**src/rtl/tx_delay_ch_if.sv**
```systemverilog
// Control, LUT-load and pulser signals of one transmit channel.
// The master drives LUT writes and fire requests; the channel (slave) returns pulser drive and status.
interface tx_delay_ch_if #(
  parameter int ADDR_WD = 8,
  parameter int DLY_WD  = 12,
  parameter int HALF_WD = 6,
  parameter int CYC_WD  = 4
);
  logic [ADDR_WD-1:0] lut_addr;
  logic [DLY_WD-1:0]  lut_din;
  logic               lut_we;
  logic [ADDR_WD-1:0] line_addr;
  logic [HALF_WD-1:0] half_period;
  logic [CYC_WD-1:0]  num_cycles;
  logic               start;
  logic               abort;
  logic               tx_pos;
  logic               tx_neg;
  logic               tx_en;
  logic               busy;
  logic               done;

  modport master (
    output lut_addr, lut_din, lut_we, line_addr, half_period, num_cycles, start, abort,
    input  tx_pos, tx_neg, tx_en, busy, done
  );

  modport slave (
    input  lut_addr, lut_din, lut_we, line_addr, half_period, num_cycles, start, abort,
    output tx_pos, tx_neg, tx_en, busy, done
  );
endinterface

```
**src/rtl/tx_delay_ch.sv**
```systemverilog
// Per-element transmit channel: LUT-selected fire delay followed by a bipolar pulser burst.
// First tx_pos rises D+2 clocks after start is sampled; start is ignored (not queued) while busy.
module tx_delay_ch #(
  parameter int ADDR_WD = 8,
  parameter int DLY_WD  = 12,
  parameter int HALF_WD = 6,
  parameter int CYC_WD  = 4
) (
  input  logic         clk,
  input  logic         rst_n,
  tx_delay_ch_if.slave bus
);

  typedef enum logic [2:0] {IDLE, LOAD, DELAY, PULSE, DONE} state_t;

  state_t             state_q;
  logic [DLY_WD-1:0]  lut_mem [2**ADDR_WD];
  logic [DLY_WD-1:0]  rd_q;
  logic [DLY_WD-1:0]  dly_q;
  logic [HALF_WD-1:0] h_q;
  logic [HALF_WD-1:0] half_q;
  logic [CYC_WD-1:0]  n_last_q;
  logic [CYC_WD-1:0]  cyc_q;
  logic               tx_pos_q;
  logic               tx_neg_q;
  logic               tx_en_q;
  logic               busy_q;
  logic               done_q;

  logic [HALF_WD-1:0] h_d;
  logic [CYC_WD-1:0]  n_last_d;

  // Zero half-period or cycle count behaves as one.
  always_comb begin
    h_d      = (bus.half_period == '0) ? HALF_WD'(1) : bus.half_period;
    n_last_d = (bus.num_cycles == '0) ? '0 : bus.num_cycles - CYC_WD'(1);
  end

  // LUT survives reset, so it lives outside the reset domain.
  always_ff @(posedge clk) begin
    if (bus.lut_we && state_q == IDLE) begin
      lut_mem[bus.lut_addr] <= bus.lut_din;
    end
    if (bus.start && state_q == IDLE) begin
      rd_q <= lut_mem[bus.line_addr];
    end
  end

  always_ff @(posedge clk or posedge rst_n) begin
    if (rst_n) begin
      state_q  <= IDLE;
      dly_q    <= '0;
      h_q      <= '0;
      half_q   <= '0;
      n_last_q <= '0;
      cyc_q    <= '0;
      tx_pos_q <= 1'b0;
      tx_neg_q <= 1'b0;
      tx_en_q  <= 1'b0;
      busy_q   <= 1'b0;
      done_q   <= 1'b0;
    end else if (bus.abort && state_q != IDLE) begin
      state_q  <= IDLE;
      tx_pos_q <= 1'b0;
      tx_neg_q <= 1'b0;
      tx_en_q  <= 1'b0;
      busy_q   <= 1'b0;
      done_q   <= 1'b0;
    end else begin
      case (state_q)
        IDLE: begin
          if (bus.start) begin
            state_q  <= LOAD;
            busy_q   <= 1'b1;
            h_q      <= h_d;
            n_last_q <= n_last_d;
          end
        end
        LOAD: begin
          tx_en_q <= 1'b1;
          half_q  <= '0;
          cyc_q   <= '0;
          if (rd_q == '0) begin
            state_q <= PULSE;
          end else begin
            state_q <= DELAY;
            dly_q   <= rd_q;
          end
        end
        DELAY: begin
          if (dly_q == DLY_WD'(1)) begin
            state_q <= PULSE;
          end else begin
            dly_q <= dly_q - DLY_WD'(1);
          end
        end
        PULSE: begin
          // The PULSE entry cycle has both drives low; the first edge in PULSE launches tx_pos.
          if (!tx_pos_q && !tx_neg_q) begin
            tx_pos_q <= 1'b1;
            half_q   <= HALF_WD'(1);
          end else if (half_q == h_q) begin
            half_q <= HALF_WD'(1);
            if (tx_pos_q) begin
              tx_pos_q <= 1'b0;
              tx_neg_q <= 1'b1;
            end else if (cyc_q == n_last_q) begin
              state_q  <= DONE;
              tx_neg_q <= 1'b0;
              tx_en_q  <= 1'b0;
              done_q   <= 1'b1;
            end else begin
              cyc_q    <= cyc_q + CYC_WD'(1);
              tx_neg_q <= 1'b0;
              tx_pos_q <= 1'b1;
            end
          end else begin
            half_q <= half_q + HALF_WD'(1);
          end
        end
        DONE: begin
          state_q <= IDLE;
          done_q  <= 1'b0;
          busy_q  <= 1'b0;
        end
        default: begin
          state_q <= IDLE;
        end
      endcase
    end
  end

  assign bus.tx_pos = tx_pos_q;
  assign bus.tx_neg = tx_neg_q;
  assign bus.tx_en  = tx_en_q;
  assign bus.busy   = busy_q;
  assign bus.done   = done_q;

endmodule

```
**src/flat_wrapper.sv**
```systemverilog
// flat-port wrapper written by rule: the top's interface ports become plain ports
module tx_delay_ch_flat 
#(
  parameter int ADDR_WD = 8,
  parameter int DLY_WD  = 12,
  parameter int HALF_WD = 6,
  parameter int CYC_WD  = 4
)
  (clk, rst_n, bus_lut_addr, bus_lut_din, bus_lut_we, bus_line_addr, bus_half_period, bus_num_cycles, bus_start, bus_abort, bus_tx_pos, bus_tx_neg, bus_tx_en, bus_busy, bus_done);
  tx_delay_ch_if #(.ADDR_WD(ADDR_WD), .DLY_WD(DLY_WD), .HALF_WD(HALF_WD), .CYC_WD(CYC_WD)) bus_i ();
  input  logic clk;
  input  logic rst_n;
  input wire logic [$bits(bus_i.lut_addr)-1:0] bus_lut_addr;
  input wire logic [$bits(bus_i.lut_din)-1:0] bus_lut_din;
  input wire logic [$bits(bus_i.lut_we)-1:0] bus_lut_we;
  input wire logic [$bits(bus_i.line_addr)-1:0] bus_line_addr;
  input wire logic [$bits(bus_i.half_period)-1:0] bus_half_period;
  input wire logic [$bits(bus_i.num_cycles)-1:0] bus_num_cycles;
  input wire logic [$bits(bus_i.start)-1:0] bus_start;
  input wire logic [$bits(bus_i.abort)-1:0] bus_abort;
  output wire logic [$bits(bus_i.tx_pos)-1:0] bus_tx_pos;
  output wire logic [$bits(bus_i.tx_neg)-1:0] bus_tx_neg;
  output wire logic [$bits(bus_i.tx_en)-1:0] bus_tx_en;
  output wire logic [$bits(bus_i.busy)-1:0] bus_busy;
  output wire logic [$bits(bus_i.done)-1:0] bus_done;
  assign bus_i.lut_addr = bus_lut_addr;
  assign bus_i.lut_din = bus_lut_din;
  assign bus_i.lut_we = bus_lut_we;
  assign bus_i.line_addr = bus_line_addr;
  assign bus_i.half_period = bus_half_period;
  assign bus_i.num_cycles = bus_num_cycles;
  assign bus_i.start = bus_start;
  assign bus_i.abort = bus_abort;
  assign bus_tx_pos = bus_i.tx_pos;
  assign bus_tx_neg = bus_i.tx_neg;
  assign bus_tx_en = bus_i.tx_en;
  assign bus_busy = bus_i.busy;
  assign bus_done = bus_i.done;
  tx_delay_ch #(.ADDR_WD(ADDR_WD), .DLY_WD(DLY_WD), .HALF_WD(HALF_WD), .CYC_WD(CYC_WD)) u_core (.clk(clk), .rst_n(rst_n), .bus(bus_i));
endmodule
```
**config.mk**
```make
export PLATFORM = sky130hd
export DESIGN_NAME = tx_delay_ch_flat
export DESIGN_NICKNAME = d
export VERILOG_FILES = /design/src/rtl/tx_delay_ch_if.sv /design/src/rtl/tx_delay_ch.sv /design/src/flat_wrapper.sv
export SDC_FILE = /design/constraint.sdc
export NUM_CORES = 2
export LEC_CHECK = 0
export BUFFER_PORTS_ARGS = -buffer_cell sky130_fd_sc_hd__buf_2
export CORE_MARGIN = 3
export CORE_UTILIZATION = 25
export CTS_BUF_LIST = sky130_fd_sc_hd__clkbuf_16
export DETAILED_ROUTE_END_ITERATION = 10
export HOLD_SLACK_MARGIN = 0.05
export SETUP_SLACK_MARGIN = 0.3
export SYNTH_ARGS = -nofsm -noshare
export SYNTH_HDL_FRONTEND = slang
export SYNTH_SLANG_ARGS = --single-unit
```
**constraint.sdc**
```tcl
create_clock -name clk -period 4.25 [get_ports clk]
set_clock_uncertainty 0.1 [all_clocks]
set_input_delay 0.425 -clock clk [delete_from_list [all_inputs] [get_ports clk]]
set_output_delay 0.425 -clock clk [all_outputs]
set_load 0.03 [all_outputs]
```
==> After elaboration in Yosys (flattened, before gate mapping) <==
Memories as Yosys holds them, arrays and structs flattened. A register that Yosys moved wholly into a read port is not among the register bits.
Cells that the tools add are included.
{ "totals": {"reg_bits": 40, "ram_bits": 3072, "in_bits": 43, "word_cells": 116, "n_memories": 1} }
{ "memory_table": {"columns": ["memory", "depth", "word_bits", "rd", "rd_ports_with_merged_regs", "write_ports", "line_no", "text"], "rows": [
  ["u_core.lut_mem", 256, 12, 1, 1, 1, "tx_delay_ch.sv:17", "logic [DLY_WD-1:0] lut_mem [2**ADDR_WD];"]
]} }
{ "classes": {"add_sub_neg": 4, "eq_ne": 20, "muxes": 50, "bitwise": 1, "n_reduce_logical": 29} }
{ "ops": {"columns": ["cell", "n"], "rows": [
  ["$mux W1", 26],
  ["$mux W12", 2],
  ["$pmux W12 S2", 1],
  ["$mux W3", 7],
  ["$mux W4", 5],
  ["$mux W6", 3],
  ["$reduce_bool A3 Y1", 5],
  ["$eq A12 B1 Y1 const B", 1],
  ["$logic_not A12 Y1", 1],
  ["$pmux W3 S4", 1],
  ["$pmux W6 S2", 1],
  ["$reduce_and A6 Y1", 2],
  ["$sub A12 B1 Y12 const B", 1],
  ["$ne A2 B2 Y1 const B", 5],
  ["$reduce_and A5 Y1", 2],
  ["$ne A3 B1 Y1 const B", 3],
  ["$pmux W4 S2", 1],
  ["$reduce_bool A2 Y1", 4],
  ["$add A6 B1 Y6 const B", 1],
  ["$eq A3 B2 Y1 const B", 2],
  ["$eq A6 B6 Y1", 1],
  ["$logic_not A6 Y1", 1],
  ["$ne A3 B3 Y1 const B", 2],
  ["$pmux W1 S2", 3],
  ["other kinds (15)", 23]
]} }

==> Depth between registers and ports, before layout <==
{ "logic_depth": {"ltp_word": 7, "depth_mapped": 12, "ltp_nobuf": 7} }

==> Worst setup path before layout <==
No wires, ideal clock.
{ "synth_timing": {"path_type": "register -> register", "from": "reg u_core.state_q[2]", "to": "mem u_core.lut_mem[222][0] (enable)", "setup_ns": 0.380, "t_arrival_ns": 2.416, "path_slack_ns": 1.354, "stages_incl_launch_ff": 8, "n_path_buf": 2, "synth_period_minus_slack_ns": 2.896, "path_cell_list": "dfrtp_1 -> clkbuf_1 -> nor3_1 -> nand2_1 -> nor3_1 -> nand3_1 -> clkbuf_1 -> nor2_1"} }
{ "synth_via": {"elab_chain_len": 4} }
{ "synth_rtl": {"columns": ["item", "line_no", "text"], "rows": [
  ["from (decl)", "tx_delay_ch.sv:16", "state_t state_q;"],
  ["from (signal assigned)", "tx_delay_ch.sv:51", "state_q <= IDLE;"],
  ["from (signal assigned)", "tx_delay_ch.sv:63", "state_q <= IDLE;"],
  ["from (signal assigned)", "tx_delay_ch.sv:73", "state_q <= LOAD;"],
  ["$logic_not A3 Y1", "tx_delay_ch.sv:41", "if (bus.lut_we && state_q == IDLE) begin"],
  ["$logic_and A1 B1 Y1", "tx_delay_ch.sv:41", null],
  ["$mux W1", "tx_delay_ch.sv:41", null],
  ["$mux W1 (not written as such)", "tx_delay_ch.sv:42", "lut_mem[bus.lut_addr] <= bus.lut_din;"],
  ["to (decl)", "tx_delay_ch.sv:17", null]
]} }
Every way passes these cells.

==> Worst setup path after layout <==
{ "layout_timing": {"from": "reg u_core.state_q[1]", "to": "mem u_core.lut_mem[162][11] (enable)"} }
The elaborated chain is that of the path after synthesis.

==> impl_metrics.json <==
{
  "clk_path_buf_depth": 4,
  "die_y_um": 701,
  "h-tree-depth": 5,
  "cts_tree": "done",
  "overflow": 0,
  "cts_resized": 0,
  "initial_core_util_pct": 25.2,
  "setup_viol": 0,
  "core_mm2": 0.480,
  "die_area_mm2": 0.491,
  "ys_seq_area_share_pct": 77.5,
  "clk_latency_ns": 0.87,
  "synthFlopType": "edfxtp_1",
  "hpwl_um": 196000,
  "routed_wl_um": 317000,
  "timing.fmax_ghz": 0.283,
  "drt_iter0_markers": 7338,
  "antenna_left": 0,
  "cp.arrival_ns": 3.99,
  "drc": 0,
  "synth_warnings": 0,
  "mostFrequentLayoutCells": "3084 x edfxtp_1, 645 x mux4_2, 509 x buf_4",
  "layout-drive-gt1-share_pct": 26.8,
  "crit_fanout": 15,
  "power.density_mw_per_mm2": 454,
  "max_cap_violations": 0,
  "syn2layout_area_growth_pct": 17.7,
  "cp-start-kind": "flop",
  "clk_pin_slew_ns": 0.06,
  "antenna_found_initial": 25,
  "synth-seq-cells": 3124,
  "syn-num-nets": 5700,
  "async_reset_ff_share_pct": 1.28,
  "fin_crit_sh_pct": 83.0,
  "synth_enable_flop_cells": 3084,
  "cp.required_ns": 4.71,
  "hold_violations": 0,
  "max-slew-margin-rel_pct": 18.4,
  "rsz0062_at_grt": "false",
  "row_count": 254,
  "die_w_um": 701,
  "regArea_mm2": 0.0936,
  "io_pins": 48,
  "worst_pin_slew_ns": 1.22,
  "hold_class": "in2reg",
  "root_buffer": "clkbuf_16",
  "place.gp.congestion": 0.812,
  "first_pass_iters": 6,
  "period_needed_ns": 3.53,
  "fillCellCount": 46323,
  "vdd_drop_max_mv": 0.358,
  "cts_buffers": 315,
  "crit_path_end_kind": "flop",
  "gr-usage-all-layers_pct": 12.5,
  "portBuffers": 47,
  "synthCells": 5653,
  "synth_area_mm2": 0.121,
  "multi_input_area_mm2": 0.0251,
  "status": "finished clean",
  "grt_max_degree": 119,
  "slew_viol_final": 0,
  "grt_pass1_vias": 61477,
  "wire_per_inst_um": 24.5,
  "vias": 61209,
  "p_leak_nw": 44.3,
  "via_per_inst": 4.73,
  "power_mw": 64.5,
  "ys_types": 67,
  "path_class": "reg2reg",
  "final_common_cell": "edfxtp_1",
  "cts_sinks": 3124,
  "avgSynthCellArea_um2": 21.4,
  "final_nets": 6324,
  "tns_ns": 0,
  "grt_pass1_wl_um": 455000
}
## layout make-up
| class | instances | area share (%) |
|---|---|---|
| diodes | 18 | 0.0317 |
| repair buffers | 644 | 4.00 |
| well taps | 6400 | 5.64 |
| multi-input cells | 2182 | 17.6 |
| clock buffers | 322 | 5.67 |
| clock inverters | 228 | 1.12 |
| inverters | 10 | 0.0264 |
| flip-flops and latches | 3124 | 65.9 |
## worst max-delay path: stages, from the launching register on
cell and delay [ns]:
dfrtp_1 0.54, nor3_1 0.35, buf_4 0.24, nand2_1 0.08, nor3_1 0.15, buf_4 0.18, nand2_2 0.54, nor2_1 0.76
buf_4 0.31
## cells by family (layout without fill, tap and decap cells)
family,count (synthesis),in the layout,synth area share [%]
fa+ha+maj,4,4,0.0414
other cells,0,18,0
compound gates,743,743,4.23
mux,861,861,14.2
flops,3124,3124,77.5
simple gates,561,561,2.10
buf+inv,347,1204,1.81
xor+xnor,13,13,0.0943
## registers in the layout (all words and copies together), names as in the netlist
signal	flops
u_core.bus.done	1
u_core.bus.tx_pos	1
u_core.lut_mem	3072
u_core.n_last_q	4
u_core.rd_q	12
u_core.state_q	3
u_core.bus.tx_en	1
u_core.h_q	6
u_core.dly_q	12
u_core.bus.busy	1
u_core.half_q	6
u_core.bus.tx_neg	1
u_core.cyc_q	4
## path summary, 6_finish.rpt
kind | startpoint | to | slack (ns) | cells after the start
worst max-delay path | u_core.state_q[1] | u_core.lut_mem[162][11] | 0.72 | 8
worst min-delay path | bus_lut_din[1] | u_core.lut_mem[149][1] | 0.03 | 1
worst max register to register | u_core.state_q[1] | u_core.lut_mem[162][11] | 0.72 | 8
worst min register to register | u_core.n_last_q[3] | u_core.n_last_q[3] | 0.42 | 2
max in group asynchronous | rst_n | u_core.dly_q[10] | 3.39 | 4
min in group asynchronous | rst_n | u_core.n_last_q[0] | 0.22 | 4
## layer usage
layer  track usage (%)  share of wire, %
met1              17.2                41
met2              20.4                48
met3              2.36               8.2
met4              3.04               2.3
met5                 0             0.019
## cells in the mapped netlist (all sizes together) (5+ instances only)
cell type  number  share of area [%]
mux4          672                 13
o221ai         53               0.38
nand3          23              0.095
o21ai          53               0.22
nor2b          19              0.098
a22oi         267                1.7
a31oi          14              0.073
o31ai          14              0.095
nand2          75               0.23
a221oi         14               0.10
or2             6              0.031
a211o           6              0.044
nor2          316               0.98
nand2b         13              0.067
a22o           15               0.11
o32ai           5              0.036
o2bb2ai        13              0.094
mux2           16               0.15
or3             8              0.041
edfxtp       3084                 77
a211oi         43               0.29
clkbuf        146               0.46
a21boi          5              0.031
dfrtp          40               0.83
nand3b          7              0.044
nor4           34               0.21
xnor2           7              0.051
inv            10              0.031
buf           191                1.3
and3            6              0.031
a21oi         178               0.74
o22ai          47               0.24
mux2i         173                1.4
and2            7              0.036
nor3           34               0.14
xor2            6              0.044
## metrics by stage
step / std cells / util [%] / hold WS (ns) / setup slack [ns] / area, um2
finish: 12928 / 29.6 / 0.0326 / 0.721 / 142000
global route: 12915 / 29.6 / 0.0588 / 0.598 / 142000
CTS: 12910 / 29.6 / 0.0589 / 0.809 / 142000
detailed placement: 12331 / 27.5 / 0.414 / 0.0736 / 132000
global placement: 12331 / 27.5 / 0.397 / 0.0633 / 132000
floorplan: 5653 / - / 0.368 / 1.35 / 121000
## repair_timing
action                     4_1_cts  5_1_grt
hold endpoints to repair       473        0
setup buffers                    0        0
hold buffers                    29        0
setup endpoints to repair        0        0
## power breakdown
| part | total, mW | switching, mW | internal, mW |
|---|---|---|---|
| combinational | 3.93 | 2.52 | 1.40 |
| sequential | 34.3 | 0.222 | 34.1 |
| clock | 26.3 | 11.4 | 14.9 |
(Power assumes the default switching activity.)
